### src/rtl/datapath_controller.sv
// rtl/datapath_controller.sv - fetch/decode/execute sequencer for the 8-bit accumulator datapath
// Two-process FSM; all control outputs are combinational from state, IReg, Acc and Mem_Ready.
module datapath_controller #(
  parameter bit USE_READY = 1'b1,
  parameter int CNT_W     = 16
) (
  input  logic             clk,
  input  logic             rst,
  input  logic [7:0]       IReg_Data_Out,
  input  logic [7:0]       Acc_Data_Out,
  input  logic             Mem_Ready,
  output logic             IReg_En,
  output logic             PC_En,
  output logic             IAR_En,
  output logic             Acc_En,
  output logic             PC_Buffer_Sel,
  output logic             IReg_Buffer_Sel,
  output logic             IAR_Buffer_Sel,
  output logic             Acc_Buffer_Sel,
  output logic             Mux_PC_Add_Sel,
  output logic             Mux_PC_In_Sel,
  output logic [1:0]       Mux_Acc_In_Sel,
  output logic [1:0]       ALU_Sel,
  output logic             Mem_Rd,
  output logic             Mem_Wr,
  output logic             Halted,
  output logic [CNT_W-1:0] Instr_Count
);

  typedef enum logic [2:0] {
    S_FETCH  = 3'd0,
    S_DECODE = 3'd1,
    S_EXEC   = 3'd2,
    S_INDIR  = 3'd3,
    S_EXEC2  = 3'd4,
    S_HALT   = 3'd5
  } state_t;

  localparam logic [CNT_W-1:0] CNT_ONE = {{(CNT_W-1){1'b0}}, 1'b1};

  state_t           r_state;
  state_t           w_next;
  logic [CNT_W-1:0] r_count;
  logic             w_retire;
  logic             w_ready;
  logic [3:0]       w_op;
  logic             w_is_alu;

  assign w_op     = IReg_Data_Out[7:4];
  assign w_is_alu = (w_op[3:2] == 2'b01);
  assign w_ready  = USE_READY ? Mem_Ready : 1'b1;

  always_ff @(posedge clk) begin
    if (!rst) begin
      r_state <= S_FETCH;
      r_count <= '0;
    end else begin
      r_state <= w_next;
      if (w_retire) r_count <= r_count + CNT_ONE;
    end
  end

  always_comb begin
    w_next          = r_state;
    w_retire        = 1'b0;
    IReg_En         = 1'b0;
    PC_En           = 1'b0;
    IAR_En          = 1'b0;
    Acc_En          = 1'b0;
    PC_Buffer_Sel   = 1'b0;
    IReg_Buffer_Sel = 1'b0;
    IAR_Buffer_Sel  = 1'b0;
    Acc_Buffer_Sel  = 1'b0;
    Mux_PC_Add_Sel  = 1'b1;
    Mux_PC_In_Sel   = 1'b0;
    Mux_Acc_In_Sel  = 2'b00;
    ALU_Sel         = 2'b00;
    Mem_Rd          = 1'b0;
    Mem_Wr          = 1'b0;
    Halted          = 1'b0;

    case (r_state)
      S_FETCH: begin
        PC_Buffer_Sel = 1'b1;
        Mem_Rd        = 1'b1;
        if (w_ready) begin
          IReg_En = 1'b1;
          PC_En   = 1'b1;
          w_next  = S_DECODE;
        end
      end
      S_DECODE: begin
        case (w_op)
          4'h1: begin
            Acc_En         = 1'b1;
            Mux_Acc_In_Sel = 2'b01;
            w_retire       = 1'b1;
            w_next         = S_FETCH;
          end
          4'hA: begin
            PC_En          = 1'b1;
            Mux_PC_Add_Sel = 1'b0;
            w_retire       = 1'b1;
            w_next         = S_FETCH;
          end
          4'hB: begin
            if (Acc_Data_Out == 8'h00) begin
              PC_En          = 1'b1;
              Mux_PC_Add_Sel = 1'b0;
            end
            w_retire = 1'b1;
            w_next   = S_FETCH;
          end
          4'hF: begin
            w_retire = 1'b1;
            w_next   = S_HALT;
          end
          4'h8, 4'h9: w_next = S_INDIR;
          4'h2, 4'h3, 4'h4, 4'h5, 4'h6, 4'h7, 4'hC: w_next = S_EXEC;
          default: begin
            w_retire = 1'b1;
            w_next   = S_FETCH;
          end
        endcase
      end
      S_EXEC: begin
        IReg_Buffer_Sel = 1'b1;
        if (w_op == 4'h3) begin
          Mem_Wr         = 1'b1;
          Acc_Buffer_Sel = 1'b1;
        end else begin
          Mem_Rd = 1'b1;
        end
        if (w_is_alu) ALU_Sel = w_op[1:0];
        if (w_ready) begin
          if (w_op == 4'h2) begin
            Acc_En         = 1'b1;
            Mux_Acc_In_Sel = 2'b10;
          end else if (w_is_alu) begin
            Acc_En         = 1'b1;
            Mux_Acc_In_Sel = 2'b11;
          end else if (w_op == 4'hC) begin
            PC_En         = 1'b1;
            Mux_PC_In_Sel = 1'b1;
          end
          w_retire = 1'b1;
          w_next   = S_FETCH;
        end
      end
      S_INDIR: begin
        IReg_Buffer_Sel = 1'b1;
        Mem_Rd          = 1'b1;
        if (w_ready) begin
          IAR_En = 1'b1;
          w_next = S_EXEC2;
        end
      end
      S_EXEC2: begin
        IAR_Buffer_Sel = 1'b1;
        if (w_op == 4'h9) begin
          Mem_Wr         = 1'b1;
          Acc_Buffer_Sel = 1'b1;
        end else begin
          Mem_Rd = 1'b1;
        end
        if (w_ready) begin
          if (w_op == 4'h8) begin
            Acc_En         = 1'b1;
            Mux_Acc_In_Sel = 2'b10;
          end
          w_retire = 1'b1;
          w_next   = S_FETCH;
        end
      end
      S_HALT: Halted = 1'b1;
      default: w_next = S_FETCH;
    endcase

    // Reset overrides everything so a half-finished instruction writes nothing.
    if (!rst) begin
      w_next          = S_FETCH;
      w_retire        = 1'b0;
      IReg_En         = 1'b0;
      PC_En           = 1'b0;
      IAR_En          = 1'b0;
      Acc_En          = 1'b0;
      PC_Buffer_Sel   = 1'b0;
      IReg_Buffer_Sel = 1'b0;
      IAR_Buffer_Sel  = 1'b0;
      Acc_Buffer_Sel  = 1'b0;
      Mux_PC_Add_Sel  = 1'b1;
      Mux_PC_In_Sel   = 1'b0;
      Mux_Acc_In_Sel  = 2'b00;
      ALU_Sel         = 2'b00;
      Mem_Rd          = 1'b0;
      Mem_Wr          = 1'b0;
      Halted          = 1'b0;
    end
  end

  assign Instr_Count = rst ? r_count : '0;

endmodule

### config.mk
export PLATFORM = sky130hd
export DESIGN_NAME = datapath_controller
export DESIGN_NICKNAME = d
export VERILOG_FILES = /design/src/rtl/datapath_controller.sv
export SDC_FILE = /design/constraint.sdc
export NUM_CORES = 1
export LEC_CHECK = 0
export ABC_AREA = 0
export CAP_MARGIN = 20
export CORE_MARGIN = 2
export CORE_UTILIZATION = 46
export DETAILED_ROUTE_END_ITERATION = 8
export PLACE_DENSITY = 0.85
export SYNTH_ARGS = -nofsm -noshare
export SYNTH_HDL_FRONTEND = slang
export SYNTH_SLANG_ARGS = --single-unit
### constraint.sdc
create_clock -name clk -period 1.9 [get_ports clk]
set_input_delay 0.38 -clock clk [delete_from_list [all_inputs] [get_ports clk]]
set_output_delay 0.38 -clock clk [all_outputs]
set_load 0.05 [all_outputs]
==> reports/summary.md, run 1 <==
The number of nets with antenna violations after routing is 0, and the setup slack on the worst flop-to-flop path is -0.12 ns. Type of the worst min-delay path: flop to flop. Before CTS, the worst setup slack after placement is -0.591 ns. After synthesis, the share of flip-flops with an asynchronous set or reset is 0%.

Top cell type by total area after synthesis: sky130_fd_sc_hd__dfxtp_1. The placeable core region is 3310 um2, and the remaining routing DRC violations is 0. At the later pin of the worst-skew pair, clock insertion delay measures 0.31 ns. The tools report the H-tree depth reported by CTS as 1. The checks that failed: negative setup slack.

The root buffer cell chosen for the clock tree is sky130_fd_sc_hd__clkbuf_4. The number of cells on the critical path is 4, and the number of standard cells after synthesis is 201. The routed design could run at a clock period as short as 2.35 ns. Worst hold path startpoint: r_count[1]. In this run the worst path has a maximum fanout of 3.

For this run, the detailed router's first-pass iteration total came to 4. After synthesis, flip-flops and latches occupy 24.2% of the total area. The final count of hold timing violations came out at 0. The number of antenna violations at the first check in global routing is 0, and the count of boundary I/O pins is 52. For this run, the slowest stage of the critical path takes 0.54 ns. The first global-routing pass estimated 9.60 mm of wire. The required time at the endpoint of the critical path came out at 1.52 ns. Along the worst hold path, the cell count comes to 2.

The run gives 0.00785 ns as the clock skew after layout. The placer congestion estimate was 0.881. Category of the worst setup path launch point: a flop. Global routing used 32.9% of the available met1 tracks. For the worst setup path, the data arrival time is 1.97 ns. The post-route netlist has 45.9% of its cells at a drive strength greater than 1. Across the VDD grid, the largest voltage drop is 0.327 mV. The number of synthesized register bits is 19. Among all flip-flop cells after synthesis, the most frequent one is sky130_fd_sc_hd__dfxtp_1. During synthesis, Yosys emitted a total of 0 warnings. After Yosys synthesis, XOR and XNOR cells account for 1.12% of the synthesized area. The synthesized netlist occupies a cell area of 1570 um2. The antenna diode instance count is 0, and the CTS sink count is 19.

The measured slew at the worst slew-check pin came out at 0.456 ns. Max-cap violations in this run came to 0. The worst path setup slack after routing was -0.448 ns. The adder and majority cell fraction of the synthesized area is 0.797%. The count of buffers from port buffering came out at 47.

The final wirelength came out at 6.08 mm. The critical path is of the flop to primary output type. The initial utilization of the core area, before any placement, comes to 47.4%. Counting instances in the post-synthesis netlist gives the leading cell types as 20 x sky130_fd_sc_hd__nor2_1, 19 x sky130_fd_sc_hd__and2_1, 19 x sky130_fd_sc_hd__dfxtp_1. The final layout contains 300 nets. In this run the cell area measured after placement is 2740 um2.

In the global route stage, met3 resource usage came out at 5.23%. The flow ran to the end, but the final reports show violations. Entering global routing, the biggest net connects 20 pins.

The portion of synthesized area spent on multiplexers is 9.96%. The kind of end point of the critical path is a primary output. The sum of overflow across all layers after global routing was 0.

The clock-pin transition on the worst setup and hold timing paths works out to 0.12 ns. The area growth from synthesis to layout is 84.7%. The mean instance size in the synthesized netlist is 7.81 um2, and the clock buffer count from CTS is 3. The height of the chip came out at 62.4 um.

The worst register-to-register path ends at r_count[14]. Counting flops with a built-in enable in the synthesized netlist gives 0. The synthesized netlist devotes 21.7% of its cell area to compound gates.

For the setup-violating endpoint count in the final report, the log shows 21. TritonCTS built the clock tree. The kind of cell with the highest combined delay on the critical path was simple AND/OR/NAND/NOR gates. After synthesis, the largest family of logic cells by area is simple AND/OR/NAND/NOR gates.

The count of buffering cells on the critical path with inverters included is 1. The die is 62.4 um wide. The number of cells traversed by the worst register-to-register path works out to 6. The vias after detailed routing was 2003.

The post-synthesis cell type count was 50. Detailed placement finished with a half-perimeter wire length of 4.01 mm. By area the synthesized netlist is led by sky130_fd_sc_hd__dfxtp_1 24%, sky130_fd_sc_hd__mux2_1 7.9%, sky130_fd_sc_hd__and2_1 7.6%. The tools report the via count of the first global-routing pass as 2010.

The longest clock path from root to sink contains 2 buffers. The master of the slowest instance on the critical path was sky130_fd_sc_hd__or4_4. Highest-utilization routing layer at the global route stage: met2.

After layout, the worst path uses 124% of the clock period. Timing would allow up to 426 MHz. The die covers 3900 um2. In the global route stage, overall resource usage came out at 30.4%. The leakage dissipation is 1.14 nW, and the final count of pins violating max slew is 0. Walking the worst path, the cells encountered are or3b_4 > or4_4 > a21oi_4 > buf_12.

After detailed routing, the average wire length per cell comes to 18.7 um. In this run the critical register-to-register path is launched from r_state[0]. Setup repair after global routing could not meet its margin everywhere.

The leading cell type by number of instances after synthesis was sky130_fd_sc_hd__nor2_1. In this run the power density over the cells is 353 nW/um2. After routing the design area is 2900 um2. In the routed layout, each cell is associated on average with a via count of 6.16. Measured against its own limit, the worst slew margin works out to 69.5%. The number of DRC markers after the initial detailed-route iteration was 167. The number of nets handed over by synthesis was 221. The area fraction of the dominant cell type after synthesis is 24.2%. The post-synthesis share of cell area spent on and, or, nand and nor gates is 34.7%, and the standard-cell row count is 21. For met2 alone, demand over resource in global routing was 56.0%. The tools report the capture endpoint of the worst hold path as r_count[1].
worst reg2reg max path, delay by kind of cell, from the launching register on:
kind                   cells  cell delay (ns)
AO/OA/AOI/OAI              2             0.39
AND/OR/NAND/NOR            1             0.29
multiplexers               1             0.36
buffers and inverters      2             0.51
flip-flops                 1             0.35
layer usage:
layer	part of all wire (%)	wire (um)
met1	35	2120
met2	52	3140
met3	7.4	450
met4	6.1	373
met5	0	0
flip-flops by register name, summed over array words and instances, names as in the netlist:
signal,cells
r_count,16
r_state,3
stage by stage:
stage / hold slack, ns / utilization [%] / cells / total power [mW] / TNS [ns]
finish: 0.528 / 87.6 / 325 / 1.02 / -4.23
global route: 0.521 / 87.6 / 325 / 1.07 / -6.09
CTS: 0.533 / 86.1 / 325 / 0.991 / -3.12
detailed placement: 0.518 / 82.9 / 318 / 0.777 / -12.17
global placement: 0.492 / 82.9 / 318 / 0.767 / -10.88
floorplan: 0.464 / - / 201 / 0.611 / -1.23
how the worst max path moves through the flow:
stage                           from                end  slack (ns)
floorplan           IReg_Data_Out[7]             Mem_Wr       -0.33
global placement     Acc_Data_Out[1]              PC_En       -0.52
detailed placement   Acc_Data_Out[1]              PC_En       -0.59
CTS                       r_state[2]             Acc_En       -0.43
global route              r_state[2]  Mux_Acc_In_Sel[0]       -0.50
finish                    r_state[2]  Mux_Acc_In_Sel[0]       -0.45
cells by family after synthesis:
group / count (synthesis)
and+or+nand+nor: 98
buffers and inverters: 23
DFF: 19
adders and majority gates: 1
xor gates and xnor gates: 2
AOI/OAI and AO/OA: 44
muxes: 14
report_power, final:
| part | switching [mW] | internal, mW |
|---|---|---|
| logic | 0.221 | 0.177 |
| registers | 0.00605 | 0.406 |
| clock network | 0.136 | 0.0787 |
layout by cell type, fill, tap and decap left out, types with 9 or more instances in the layout:
cell / count
sky130_fd_sc_hd__dfxtp_1: 16
sky130_fd_sc_hd__dlygate4sd2_1: 9
sky130_fd_sc_hd__mux2_1: 11
sky130_fd_sc_hd__a21oi_1: 10
sky130_fd_sc_hd__and2_1: 18
sky130_fd_sc_hd__nand2_1: 12
sky130_fd_sc_hd__buf_4: 41
sky130_fd_sc_hd__buf_12: 32
sky130_fd_sc_hd__nand3_1: 10
sky130_fd_sc_hd__nor2_1: 16
final cells by class:
class                           count  area [um2]
Timing Repair Buffer               92        1130
Inverter                            5        20.0
Fill cell                         149         410
Clock inverter                      1        5.00
Sequential cell                    19         384
Multi-Input combinational cell    159        1280
Tap cell                           46        57.6
Clock buffer                        3        22.5
repair_timing:
item                                    4_1_cts  5_1_grt
endpoints found under the hold margin         0        0
gates resized for setup                      33       15
buffers inserted                              3        0
pin swaps                                    11        8
endpoints found under the setup margin       42       27
hold buffers                                  0        0
Power figures use the tool's default switching activity.
==> inputs of run 2 (changes only) <==
- SETUP_SLACK_MARGIN: not set -> 0.05
- clock period: 1.9 -> 2.65 ns (I/O delays scaled with it)
==> run 2 against run 1 <==
  * The run ends with design-rule violations left
  * Cell count decreased by 6.5%
  * First-iteration DRC count decreased by 26%
  * Clock power decreased by 26%
  * Global-route usage decreased by 4.4 points
  * Non-clock buffer count decreased by 21
  * Sequential share of layout area increased by 1.6 points
  * Utilization decreased by 9.8 points
  * Sequential power decreased by 27%
  * Critical path type unchanged
  * Critical endpoint is now Acc_En
==> reports/summary.md, run 2 (same netlist as run 1, synthesis figures left out) <==
The logs give 0.31 ns (about the same) for the clock latency reported for the late side of the worst-skew pair and 383 MHz for the highest achievable clock rate. The tools report the final cell utilization of the core as 77.8% (-9.8 points). The flow ran to the end, but the final reports show violations. The final count of pins violating max slew was 0 (unchanged); the routed wire length per instance was 16.6 um (-11%). Commonest non-fill, non-tap cell in the layout: sky130_fd_sc_hd__buf_12. The logs give 26.0% (-4.4 points) for the global-route total usage across every layer and 3 (unchanged) for the clock buffer count from CTS.

The kind of cell with the highest combined delay along the critical path is simple AND/OR/NAND/NOR gates. The H-tree depth reported by CTS was 1 (unchanged); the clock skew after layout was 0.0105 ns (+0.00270 ns). The run gives 0 (unchanged) as the final count of hold timing violations. The tools report the sum of overflow across all layers after global routing as 0 (unchanged). The height of the chip works out to 62.4 um (unchanged). The first-pass iteration count of the detailed router is 7 (+3). For the number of nets at the end of the flow, the log shows 279 (-7.0%). TritonCTS built the clock tree.

The number of antenna violations at the first check in global routing came out at 0 (unchanged). The number of DRC markers after the initial detailed-route iteration was 123 (-26%); the worst path setup slack after routing was 0.0422 ns (+0.490 ns). The critical path goes through or3b_4 > or4_4 > o22ai_2 > buf_12.

The setup-violating endpoint count in the final report came out at 0 (-100%). The power per cell area is 263 nW/um2 (-26%). The largest registers in the layout are r_count (16), r_state (3). The placeable core region is 3310 um2 (unchanged). For the critical path arrival, the log shows 2.08 ns (+0.11 ns). CTS sink count: 19 (unchanged). The tools report the post-layout total power as 0.678 mW (-34%). The fraction of final layout cells with drive strength greater than 1 works out to 34.1% (-12 points). The tools report the destination of the worst register-to-register timing path as r_count[15]. The maximum buffer depth of the clock tree was 2 (unchanged); the number of flip-flops in the largest register was 16 (unchanged). The tools report the kind of end point of the critical path as a primary output. The run gives 2520 um2 (-8.2%) as the instance area after placement.

Post-route fraction of the period consumed by the critical path: 98.4%. The setup slack on the worst flop-to-flop path was 0.58 ns (+0.70 ns). The final worst hold slack came out at 0.523 ns (-0.00476 ns). For this design, the slowest cell found on the critical path is sky130_fd_sc_hd__or4_4. The wire length of the first global-routing pass was 8.24 mm (-14%). The number of nets with antenna violations after routing was 0 (unchanged).

Category of the worst setup path launch point: a flop. The run gives 52 (unchanged) as the count of boundary I/O pins. The vias after detailed routing is 1797 (-10%), and the cell area after layout is 2570 um2 (-11%). The tools report the antenna diode instance count as 0 (unchanged). For the standard-cell row count, the log shows 21 (unchanged).

The required time at the endpoint of the critical path was 2.12 ns (+0.60 ns); the width of the die was 62.4 um (unchanged). The half-perimeter wire length of the detailed placement result was 3.70 mm (-7.9%). The tree is rooted in a sky130_fd_sc_hd__clkbuf_4. The count of buffers from port buffering came out at 47 (unchanged). Detailed-route vias per instance: 5.91 (-4.1%). The worst setup path is of the flop to primary output kind.

The run gives 19 (-5.0%) as the largest net degree at the start of global routing. r_count holds more flip-flops than any other register. The number of cells on the critical path was 4 (unchanged); the measured slew at the worst slew-check pin was 0.355 ns (-0.101 ns).

For the number of fill cells, the log shows 217 (+46%). The max-cap check violation count is 0 (unchanged). The clock-pin transition on the worst setup and hold timing paths is 0.13 ns (about the same).

The critical path ends at Acc_En. The worst hold path stage count was 2 (unchanged); the remaining routing DRC violations was 2 (+2). The maximum net fanout on the critical path is 9 (+6), and the initial cell density of the core is 47.4% (unchanged). The checks that failed: design-rule violations.

Delay of the slowest critical-path stage: 0.52 ns (-0.02 ns). The startpoint identified for the worst register-to-register timing path is r_state[2]. Setup repair after global routing could not meet its margin everywhere. The die area was 3900 um2 (unchanged).

The tools report the relative slew slack as 76.2% (+6.7 points). The count of buffering cells on the critical path with inverters included came out at 1 (unchanged). In this run the worst hold path is classified as flop to flop. The via count of the first global-routing pass came out at 1780 (-11%).

The run gives 0.399 mV (+22%) as the worst vdd rail ir drop. The library cells used most frequently in the layout, excluding fill and tap cells, are 32 x sky130_fd_sc_hd__buf_12, 25 x sky130_fd_sc_hd__buf_4, 19 x sky130_fd_sc_hd__nor2_1, 19 x sky130_fd_sc_hd__and2_1, 18 x sky130_fd_sc_hd__dfxtp_1. For the finished layout, the period the worst path requires is 2.61 ns.

The tools report the launching instance or port of the critical path as r_state[2]. Number of cells traversed by the worst register-to-register path: 5 (-1). The run gives -0.138 ns (+0.453 ns) as the worst slack after detailed placement.

The placer congestion estimate was 0.948 (+7.7%); the final wirelength was 5.04 mm (-17%). From synthesis to final layout, the design area changed by 64.0%. The leakage dissipation came out at 1.00 nW (-12%).
-- run 2: cell count changes in the layout (fill, tap and decap cells not counted), moves of 3 or more --
cell                              delta
sky130_fd_sc_hd__clkdlybuf4s15_1     -4
sky130_fd_sc_hd__buf_4              -16
sky130_fd_sc_hd__buf_6               -5
sky130_fd_sc_hd__clkdlybuf4s50_1     +4
sky130_fd_sc_hd__nor2_1              +3
-- run 2: worst min path at each step --
stage               startpoint    endpoint  slack (ns)
floorplan           r_count[1]  r_count[1]        0.46
global placement    r_count[1]  r_count[1]        0.49
detailed placement  r_count[1]  r_count[1]        0.51
CTS                 r_count[1]  r_count[1]        0.52
global route        r_count[1]  r_count[1]        0.57
finish              r_count[1]  r_count[1]        0.52
-- run 2: layer usage --
| layer | wire (um) | vias up | GRT usage, % |
|---|---|---|---|
| met1 | 2040 | 868 | 32.3 |
| met5 | 0 | - | 0 |
| met3 | 277 | 12 | 4.68 |
| met4 | 91 | 0 | 8.89 |
| met2 | 2630 | 75 | 45.2 |
| li1 | - | 842 | - |
-- run 2: metrics by stage --
stage	TNS [ns]	std cells
2_1_floorplan	-0.383	201
3_3_place_gp	-0.309	298
3_5_place_dp	-0.440	298
4_1_cts	0	303
5_1_grt	-0.0201	304
6_report	0	304
-- run 2: layout make-up --
type,count,area [um2],share of cell area [%]
inverter,5,18.8,0.729
tap,46,57.6,2.24
clock inverter,1,5.00,0.194
timing repair buffer,71,952,37.0
clock buffer,3,22.5,0.875
multi-input combinational,159,1140,44.2
sequential,19,382,14.8
-- run 2: report_power, final --
part | switching, mW | leakage [nW] | internal, mW
Sequential | 0.00769 | 0.154 | 0.291
Clock | 0.102 | 0.0177 | 0.0564
Combinational | 0.125 | 0.830 | 0.0957
-- run 2: repair_timing --
item / 4_1_cts / 5_1_grt
setup buffers: 1 / 1
gates resized for setup: 14 / 5
hold buffers: 0 / 0
pin swaps: 6 / 0
setup endpoints to repair: 7 / 8
-- run 2: worst register-to-register path: stages (launching register included) --
cell                        delay (ns)
sky130_fd_sc_hd__dfxtp_1          0.49
sky130_fd_sc_hd__buf_4            0.24
sky130_fd_sc_hd__xor2_1           0.27
sky130_fd_sc_hd__nand3_1          0.16
sky130_fd_sc_hd__a2111oi_2        0.45
sky130_fd_sc_hd__mux2_1           0.37
